### src/rtl/cdb_arbiter.sv
`default_nettype none
// ============================================================================
// Module   : cdb_arbiter
// Purpose  : Shares the single Common Data Bus between NUM_FUS functional
//            units. Each FU writes into its own small result queue. One
//            queued result per cycle is selected and broadcast as a
//            registered CDB write (value + RS tag + FU id).
// Ports    : clk        - clock, rising edge
//            rst_n      - asynchronous active-low reset
//            flush      - synchronous squash of all queued/in-flight results
//            fu_valid   - per-FU result valid
//            fu_result  - per-FU result data (unpacked array)
//            fu_tag     - per-FU destination RS tag (unpacked array)
//            fu_ready   - per-FU queue can accept a result this cycle
//            cdb_valid  - CDB broadcast valid
//            cdb_result - broadcast data
//            cdb_tag    - broadcast RS tag
//            cdb_fu_id  - index of the FU whose result is broadcast
// Config   : CDB_FIXED_PRIO_EN - when defined, the lowest-index non-empty
//            queue always wins and no round-robin pointer exists.
//            Default (undefined) is round-robin arbitration.
// Revision : 1.0 - initial release
// ============================================================================
module cdb_arbiter #(
  parameter int XLEN         = 32,
  parameter int RS_TAG_WIDTH = 4,
  parameter int NUM_FUS      = 5,
  parameter int BUF_DEPTH    = 2
) (
  input  logic                         clk,
  input  logic                         rst_n,
  input  logic                         flush,
  input  logic [NUM_FUS-1:0]           fu_valid,
  input  logic [XLEN-1:0]              fu_result [NUM_FUS],
  input  logic [RS_TAG_WIDTH-1:0]      fu_tag    [NUM_FUS],
  output logic [NUM_FUS-1:0]           fu_ready,
  output logic                         cdb_valid,
  output logic [XLEN-1:0]              cdb_result,
  output logic [RS_TAG_WIDTH-1:0]      cdb_tag,
  output logic [$clog2(NUM_FUS)-1:0]   cdb_fu_id
);

  localparam int c_id_w  = $clog2(NUM_FUS);
  localparam int c_ptr_w = $clog2(BUF_DEPTH);
  localparam int c_cnt_w = c_ptr_w + 1;

  logic [NUM_FUS-1:0]      w_req;
  logic [XLEN-1:0]         w_head_result [NUM_FUS];
  logic [RS_TAG_WIDTH-1:0] w_head_tag    [NUM_FUS];
  logic                    w_grant_valid;
  logic [c_id_w-1:0]       w_grant_id;

  // --------------------------------------------------------------------------
  // Per-FU result queues
  // --------------------------------------------------------------------------
  genvar gi;
  generate
    for (gi = 0; gi < NUM_FUS; gi++) begin : g_fu
      logic [XLEN-1:0]         r_data [BUF_DEPTH];
      logic [RS_TAG_WIDTH-1:0] r_tagq [BUF_DEPTH];
      logic [c_ptr_w-1:0]      r_wptr;
      logic [c_ptr_w-1:0]      r_rptr;
      logic [c_cnt_w-1:0]      r_count;
      logic                    w_push;
      logic                    w_pop;

      // Ready comes from the registered count only: a full queue stays
      // not-ready during the cycle in which it drains.
      assign fu_ready[gi]      = (r_count != c_cnt_w'(BUF_DEPTH));
      assign w_req[gi]         = (r_count != '0);
      assign w_push            = fu_valid[gi] && fu_ready[gi] && !flush;
      assign w_pop             = w_grant_valid && (w_grant_id == c_id_w'(gi)) && !flush;
      assign w_head_result[gi] = r_data[r_rptr];
      assign w_head_tag[gi]    = r_tagq[r_rptr];

      always_ff @(posedge clk or negedge rst_n) begin
        if (!rst_n) begin
          r_wptr  <= '0;
          r_rptr  <= '0;
          r_count <= '0;
        end else if (flush) begin
          r_wptr  <= '0;
          r_rptr  <= '0;
          r_count <= '0;
        end else begin
          if (w_push) r_wptr <= r_wptr + c_ptr_w'(1);
          if (w_pop)  r_rptr <= r_rptr + c_ptr_w'(1);
          if (w_push && !w_pop)      r_count <= r_count + c_cnt_w'(1);
          else if (!w_push && w_pop) r_count <= r_count - c_cnt_w'(1);
        end
      end

      // Storage needs no reset: entries are only read when count says valid.
      always_ff @(posedge clk) begin
        if (w_push) begin
          r_data[r_wptr] <= fu_result[gi];
          r_tagq[r_wptr] <= fu_tag[gi];
        end
      end
    end
  endgenerate

  // --------------------------------------------------------------------------
  // Arbitration
  // --------------------------------------------------------------------------
`ifdef CDB_FIXED_PRIO_EN
  always_comb begin
    w_grant_valid = 1'b0;
    w_grant_id    = '0;
    // Descending scan so the lowest requesting index is assigned last.
    for (int i = NUM_FUS - 1; i >= 0; i--) begin
      if (w_req[i]) begin
        w_grant_valid = 1'b1;
        w_grant_id    = c_id_w'(i);
      end
    end
  end
`else
  logic [c_id_w-1:0] r_rr_ptr;
  logic [c_id_w-1:0] w_cand;

  function automatic logic [c_id_w-1:0] rr_index(input logic [c_id_w-1:0] base,
                                                 input int off);
    int sum;
    sum = int'(base) + off;
    if (sum >= NUM_FUS) sum = sum - NUM_FUS;
    return c_id_w'(sum);
  endfunction

  always_comb begin
    w_grant_valid = 1'b0;
    w_grant_id    = '0;
    w_cand        = '0;
    // Scan the search order backwards (rr_ptr+NUM_FUS down to rr_ptr+1) so
    // the first requester in search order is the final assignment.
    for (int k = NUM_FUS; k >= 1; k--) begin
      w_cand = rr_index(r_rr_ptr, k);
      if (w_req[w_cand]) begin
        w_grant_valid = 1'b1;
        w_grant_id    = w_cand;
      end
    end
  end

  // Reset value NUM_FUS-1 puts FU0 first in the search order.
  always_ff @(posedge clk or negedge rst_n) begin
    if (!rst_n) begin
      r_rr_ptr <= c_id_w'(NUM_FUS - 1);
    end else if (!flush && w_grant_valid) begin
      r_rr_ptr <= w_grant_id;
    end
  end
`endif

  // --------------------------------------------------------------------------
  // Registered CDB broadcast; data fields hold when nothing is granted.
  // --------------------------------------------------------------------------
  always_ff @(posedge clk or negedge rst_n) begin
    if (!rst_n) begin
      cdb_valid  <= 1'b0;
      cdb_result <= '0;
      cdb_tag    <= '0;
      cdb_fu_id  <= '0;
    end else if (flush) begin
      cdb_valid  <= 1'b0;
    end else if (w_grant_valid) begin
      cdb_valid  <= 1'b1;
      cdb_result <= w_head_result[w_grant_id];
      cdb_tag    <= w_head_tag[w_grant_id];
      cdb_fu_id  <= w_grant_id;
    end else begin
      cdb_valid  <= 1'b0;
    end
  end

endmodule
`default_nettype wire

### config.mk
export PLATFORM = sky130hd
export DESIGN_NAME = cdb_arbiter
export DESIGN_NICKNAME = d
export VERILOG_FILES = /design/src/rtl/cdb_arbiter.sv
export SDC_FILE = /design/constraint.sdc
export NUM_CORES = 1
export LEC_CHECK = 0
export ABC_AREA = 1
export ABC_CLOCK_PERIOD_IN_PS = 8350
export BUFFER_PORTS_ARGS = -buffer_cell sky130_fd_sc_hd__buf_2
export CAP_MARGIN = 20
export CORE_MARGIN = 2
export CORE_UTILIZATION = 62
export DETAILED_ROUTE_END_ITERATION = 12
export PLACE_DENSITY = 0.85
export SLEW_MARGIN = 15
export SYNTH_ARGS = -nofsm -noshare
export SYNTH_HDL_FRONTEND = slang
export SYNTH_SLANG_ARGS = --single-unit
export TNS_END_PERCENT = 20
### constraint.sdc
create_clock -name clk -period 8.35 [get_ports clk]
set_input_delay 1.67 -clock clk [delete_from_list [all_inputs] [get_ports clk]]
set_output_delay 1.67 -clock clk [all_outputs]
set_load 0.005 [all_outputs]
== After elaboration in Yosys (flattened, before gate mapping) ==
Memory sizes are Yosys's and may differ from the RTL's.
Cells that the tools add are included.

* Mux-type cells: 78
* $add $sub $neg: 30
* Reductions and logical operators: 64
* Magnitude comparators: 11
* Eq/ne operators: 9
* Bitwise logic cells: 2

{| class="wikitable"
|+ Operators by type and width
! operator !! number
|-
| binary-select mux 32 bit (select 3 bit) || 1
|-
| two-way mux 32 bit || 2
|-
| two-way mux 1 bit || 42
|-
| logical AND 1 bit || 31
|-
| two-way mux 2 bit || 15
|-
| two-way mux 3 bit || 10
|-
| nonzero test 2 bit || 15
|-
| greater-or-equal comparator 4 x 3 -> 1 bit (second input constant) || 5
|-
| less-than comparator 3 x 4 -> 1 bit (second input constant) || 5
|-
| binary-select mux 1 bit (select 3 bit) || 5
|-
| nonzero test 3 bit || 5
|-
| subtractor 3 bit (second input constant) || 5
|-
| binary-select mux 4 bit (select 3 bit) || 1
|-
| logical NOT 1 bit || 11
|-
| adder 1 bit (second input constant) || 10
|-
| adder 2 x 1 -> 2 bit (second input constant) || 5
|-
| inequality test 2 bit (second input constant) || 5
|-
| subtractor 2 x 1 -> 2 bit (second input constant) || 5
|-
| adder 3 x 2 -> 4 bit (second input constant) || 2
|-
| adder 3 x 3 -> 4 bit (second input constant) || 2
|-
| two-way mux 4 bit || 2
|-
| == test 3 x 2 -> 1 bit (second input constant) || 2
|-
| adder 3 x 1 -> 4 bit (second input constant) || 1
|-
| greater-or-equal comparator 4 bit (second input constant) || 1
|-
| other kinds (6) || 6
|}

* Logic and storage cells: 224
* RAM bits: 360
* Register bits after elaboration: 63
* Memories kept: 10
* Output and inout bits: 45

{| class="wikitable"
|+ Memories
! name !! words !! width !! read ports !! clocked after memory_dff !! wr ports !! line !! RTL
|-
| g_fu[0].r_data || 2 || 32 || 1 || 0 || 1 || 59 || <nowiki>logic [XLEN-1:0] r_data [BUF_DEPTH];</nowiki>
|-
| g_fu[1].r_data || 2 || 32 || 1 || 0 || 1 || 59 ||
|-
| g_fu[2].r_data || 2 || 32 || 1 || 0 || 1 || 59 ||
|-
| g_fu[3].r_data || 2 || 32 || 1 || 0 || 1 || 59 ||
|-
| g_fu[4].r_data || 2 || 32 || 1 || 0 || 1 || 59 ||
|-
| g_fu[0].r_tagq || 2 || 4 || 1 || 0 || 1 || 60 || <nowiki>logic [RS_TAG_WIDTH-1:0] r_tagq [BUF_DEPTH];</nowiki>
|-
| +4 memories || n/a || n/a || n/a || n/a || n/a || n/a ||
|}

== Logic depth before layout (Yosys ltp) ==
* Word-level depth: 17
* Gate-level depth with buffers: 26
* Depth with buffers taken out: 26

== Worst setup path after synthesis ==
OpenSTA, ideal clock, no wires.

* Kind: input-to-reg
* Start: input port flush
* End: memory g_fu[1].r_data[1][0], enable pin
* Arrival time: 3.670 ns
* Cell stages on the path: 4
* Buffers on the path: 1
* Setup slack: 4.250 ns
* Required time: 7.921 ns
* Library setup time: 0.429 ns
* Cell sequence: inv_1 -> clkbuf_1 -> nand2_1 -> nor2_1

* Cells in the longest elaborated chain, start to end: 4

{| class="wikitable"
|+ RTL lines
! item !! line !! RTL
|-
| start, declared || 32 || <nowiki>input logic flush,</nowiki>
|-
| logical NOT 1 bit || 71 || <nowiki>assign w_push = fu_valid[gi] && fu_ready[gi] && !flush;</nowiki>
|-
| logical AND 1 bit || 71 ||
|-
| two-way mux 1 bit || 95 || <nowiki>if (w_push) begin</nowiki>
|-
| two-way mux 1 bit (not written as such) || 96 || <nowiki>r_data[r_wptr] <= fu_result[gi];</nowiki>
|-
| end, declared || 59 ||
|}

No other way between the ends.

== Worst setup path in the final report ==
* Start: register r_rr_ptr[0]
* End: register g_fu[3].r_count[0]

* Cells in the longest elaborated chain, start to end: 17
* Elaborated cells on any way between the ends: 49
* Those cells by class: add/sub (10); order compare (5); eq/ne (1); mux (27); reduce/logical (6)

{| class="wikitable"
|+ RTL lines
! item !! line !! RTL
|-
| start, declared || 119 || <nowiki>logic [c_id_w-1:0] r_rr_ptr;</nowiki>
|-
| start signal, assigned || 148 || <nowiki>r_rr_ptr <= c_id_w'(NUM_FUS - 1);</nowiki>
|-
| start signal, assigned || 150 || <nowiki>r_rr_ptr <= w_grant_id;</nowiki>
|-
| adder 3 x 3 -> 4 bit || 125 || <nowiki>sum = int'(base) + off;</nowiki>
|-
| greater-or-equal comparator 4 x 3 -> 1 bit / subtractor 3 bit (equally long branches) || 126 || <nowiki>if (sum >= NUM_FUS) sum = sum - NUM_FUS;</nowiki>
|-
| two-way mux 3 bit || 126 ||
|-
| binary-select mux 1 bit (select 3 bit) || 138 || <nowiki>if (w_req[w_cand]) begin</nowiki>
|-
| two-way mux 1 bit (not written as such) || 138 ||
|-
| two-way mux 3 bit (5 in series) || 138 ||
|-
| == test 3 x 2 -> 1 bit || 72 || <nowiki>assign w_pop = w_grant_valid && (w_grant_id == c_id_w'(gi)) && !flush;</nowiki>
|-
| logical AND 1 bit (*) (2 in series) || 72 ||
|-
| logical NOT 1 bit || 88 || <nowiki>if (w_push && !w_pop) r_count <= r_count + c_cnt_w'(1);</nowiki>
|-
| logical AND 1 bit || 88 ||
|-
| two-way mux 2 bit || 88 ||
|-
| two-way mux 2 bit || 81 || <nowiki>end else if (flush) begin</nowiki>
|-
| end signal, assigned || 88 ||
|-
| end signal, assigned || 89 || <nowiki>else if (!w_push && w_pop) r_count <= r_count - c_cnt_w'(1);</nowiki>
|-
| end, declared || 63 || <nowiki>logic [c_cnt_w-1:0] r_count;</nowiki>
|}

Every way passes the cells marked *; elsewhere a longest branch is shown, timed or not. The select of a mux whose other input is x is not followed.
A chain may end at the register's enable or synchronous reset.

==> flow_summary.toml <==
[sta]
fin_crit_ps = 5230
fin_worst_skew_ps = 15.8
tns_ps = 0
fmax_mhz = 191
setup_viol = 0
hold_violations = 0
grt_setup_unrepaired = "false"
report.final.slew_viol_count = 0
slew_headroom = 0.280
timing.final.crit_share = 0.627
worst_pin_slew_ps = 1080
whs_ps = 523

[synthesis]
syn_area_sq_um = 18000
syn_avg_cell_area_sq_um = 11.2
ys_seq_area_frac = 0.684
ys_warn_count = 0
synth_edf_count = 360
ys_seq_elements = 421
synth_ff_type = "edfxtp_1"
synth.net_count = 1816
yosysUniqueCellTypes = 34
synthCells = 1616
synthArstFlopShare = 0.145

[clocking]
numClockSinks = 421
numCtsBuffers = 43
htreeDepth = 2
cts-resized-gates = 0
cts.reportedPaths.clkPinSlew_ps = 60
cts-root-buf = "clkbuf_16"
cts-hold-fix-buffers = 0
cts_setup_buffers = 0
cts_tree = "yes"
cts_buffer_depth = 3
clkLatencyLatePin_ps = 560

[floorplanning]
die_h_um = 175
io_pins = 233
floorplan.initialDensity = 0.629
die_w_um = 175
die_area_sq_um = 30500
design.core.area_sq_um = 28700
row_count = 62

[worst_setup_path]
timing.rr.start = "r_rr_ptr[0]"
arrival_ps = 5720
required_ps = 8830
endpoint_kind = "flop"
cp_max_fo = 40
startpoint_type = "flop"
worstSetupPathType = "flop to flop"
startpoint = "r_rr_ptr[0]"

[run_status]
run_status = "completed"

[placed_design]
post_dp_cell_area_sq_um = 19500
io_buffers = 232
hpwl_um = 31500
place.gp.congestion = 0.878

[final_layout]
fin_area_sq_um = 21100
areaGrowthSynthToFinish_pct = 16.7
seq_area_sq_um = 12300
drive_gt1_frac = 0.186
fillCellCount = 1901
multi_input_area_sq_um = 5200
final_common_cell = "nand2_1"
fin_nets = 2046
layout_common_cells = "nand2_1, edfxtp_1, buf_2"

[route]
wl_per_cell_um = 20.2
ant_nets = 0
drt_first_pass_iters = 5
route.vias.total = 12841
viasPerCell = 5.63
drc = 0
drt_iter0_markers = 1438
wirelength_um = 45900

[grt]
grt_pass1_wl_um = 67800
met3_usage = 0.0553
antenna_found_initial = 16
busiest_layer = "met2"
grt_max_degree = 62
grt_util_met2 = 0.523
track_usage = 0.298
met1_usage = 0.342
grt_pass1_vias = 12530
globalRouteOverflowTotal = 0

[hold_path]
hold_path_class = "flop to flop"
hp-start = "cdb_fu_id[2]"

[job]
drv_cap = 0
cell usage after synthesis (all sizes together), types with 4 or more instances:
master  instances  area share
nand3          76       0.022
nand3b          5      0.0021
a21oi          43       0.013
nor2          182       0.038
inv            65       0.014
nand4          11      0.0038
clkinv          4     0.00083
buf            29       0.010
clkbuf         36      0.0075
mux2i         100       0.055
nand2         572        0.12
o21ai          44       0.012
xor2            4      0.0019
edfxtp        360        0.60
xnor2           6      0.0029
ha             11      0.0076
dfrtp          60       0.083
metrics by stage:
stage,util,std cells,setup slack (ps)
6_report,0.734,2280,3120
5_1_grt,0.733,2272,2540
4_1_cts,0.726,2255,3160
3_5_place_dp,0.680,2176,3200
3_3_place_gp,0.679,2175,3130
2_1_floorplan,-,1616,4250
worst paths after layout:
check,depth (start not counted),endpoint,slack (ps)
worst max-delay path,20,g_fu[3].r_count[0],3120
worst min-delay path,2,cdb_fu_id[2],520
worst max register to register,20,g_fu[3].r_count[0],3120
worst min register to register,2,cdb_fu_id[2],520
max in group asynchronous,2,cdb_result[18],6480
min in group asynchronous,2,g_fu[2].r_count[1],1290
cells by family after synthesis:
group	Yosys count	synth area share
buffers and inverters	134	0.0323
flip-flops	421	0.684
multiplexers	100	0.0555
AO/OA/AOI/OAI	92	0.0275
AND/OR/NAND/NOR	847	0.188
adder cells (fa/ha/maj)	12	0.00873
XOR/XNOR	10	0.00485
sequential cells by signal, summed over array words and instances, names as in the netlist:
name and cells:
g_fu.r_wptr 5, cdb_result 32, g_fu.r_count 10, g_fu.r_data 320
g_fu.r_rptr 5, r_rr_ptr 3, cdb_tag 4, cdb_valid 1
g_fu.r_tagq 40, cdb_fu_id 1
final cells by class:
type	instances	share of cell area
Antenna cell	16	0.00190
Clock buffer	60	0.0565
Clock inverter	19	0.00606
Inverter	69	0.0123
Multi-Input combinational cell	1061	0.247
Sequential cell	421	0.586
Tap cell	384	0.0228
Timing Repair Buffer	250	0.0673
worst max-delay path: stages (launching register included):
cell	delay, ps
dfrtp_1	620
inv_1	400
ha_1	230
inv_2	50
fa_1	380
o21bai_4	210
o21ai_0	350
inv_1	110
nand3_1	100
nand2_1	50
nand2_1	100
nand2_1	110
a21oi_1	250
nand2_4	280
nand2_4	480
inv_2	100
nand2_1	710
nand2_1	230
a21oi_1	260
nand2_1	80
nand2_1	70
per-layer routing:
metal,up-vias,share of wire
met5,-,0
met4,0,0.059
li1,5931,-
met3,149,0.075
met1,6116,0.35
met2,645,0.52
Power is not shown: default switching activity piles up to over one toggle a cycle in this logic, so the estimate is an artifact.
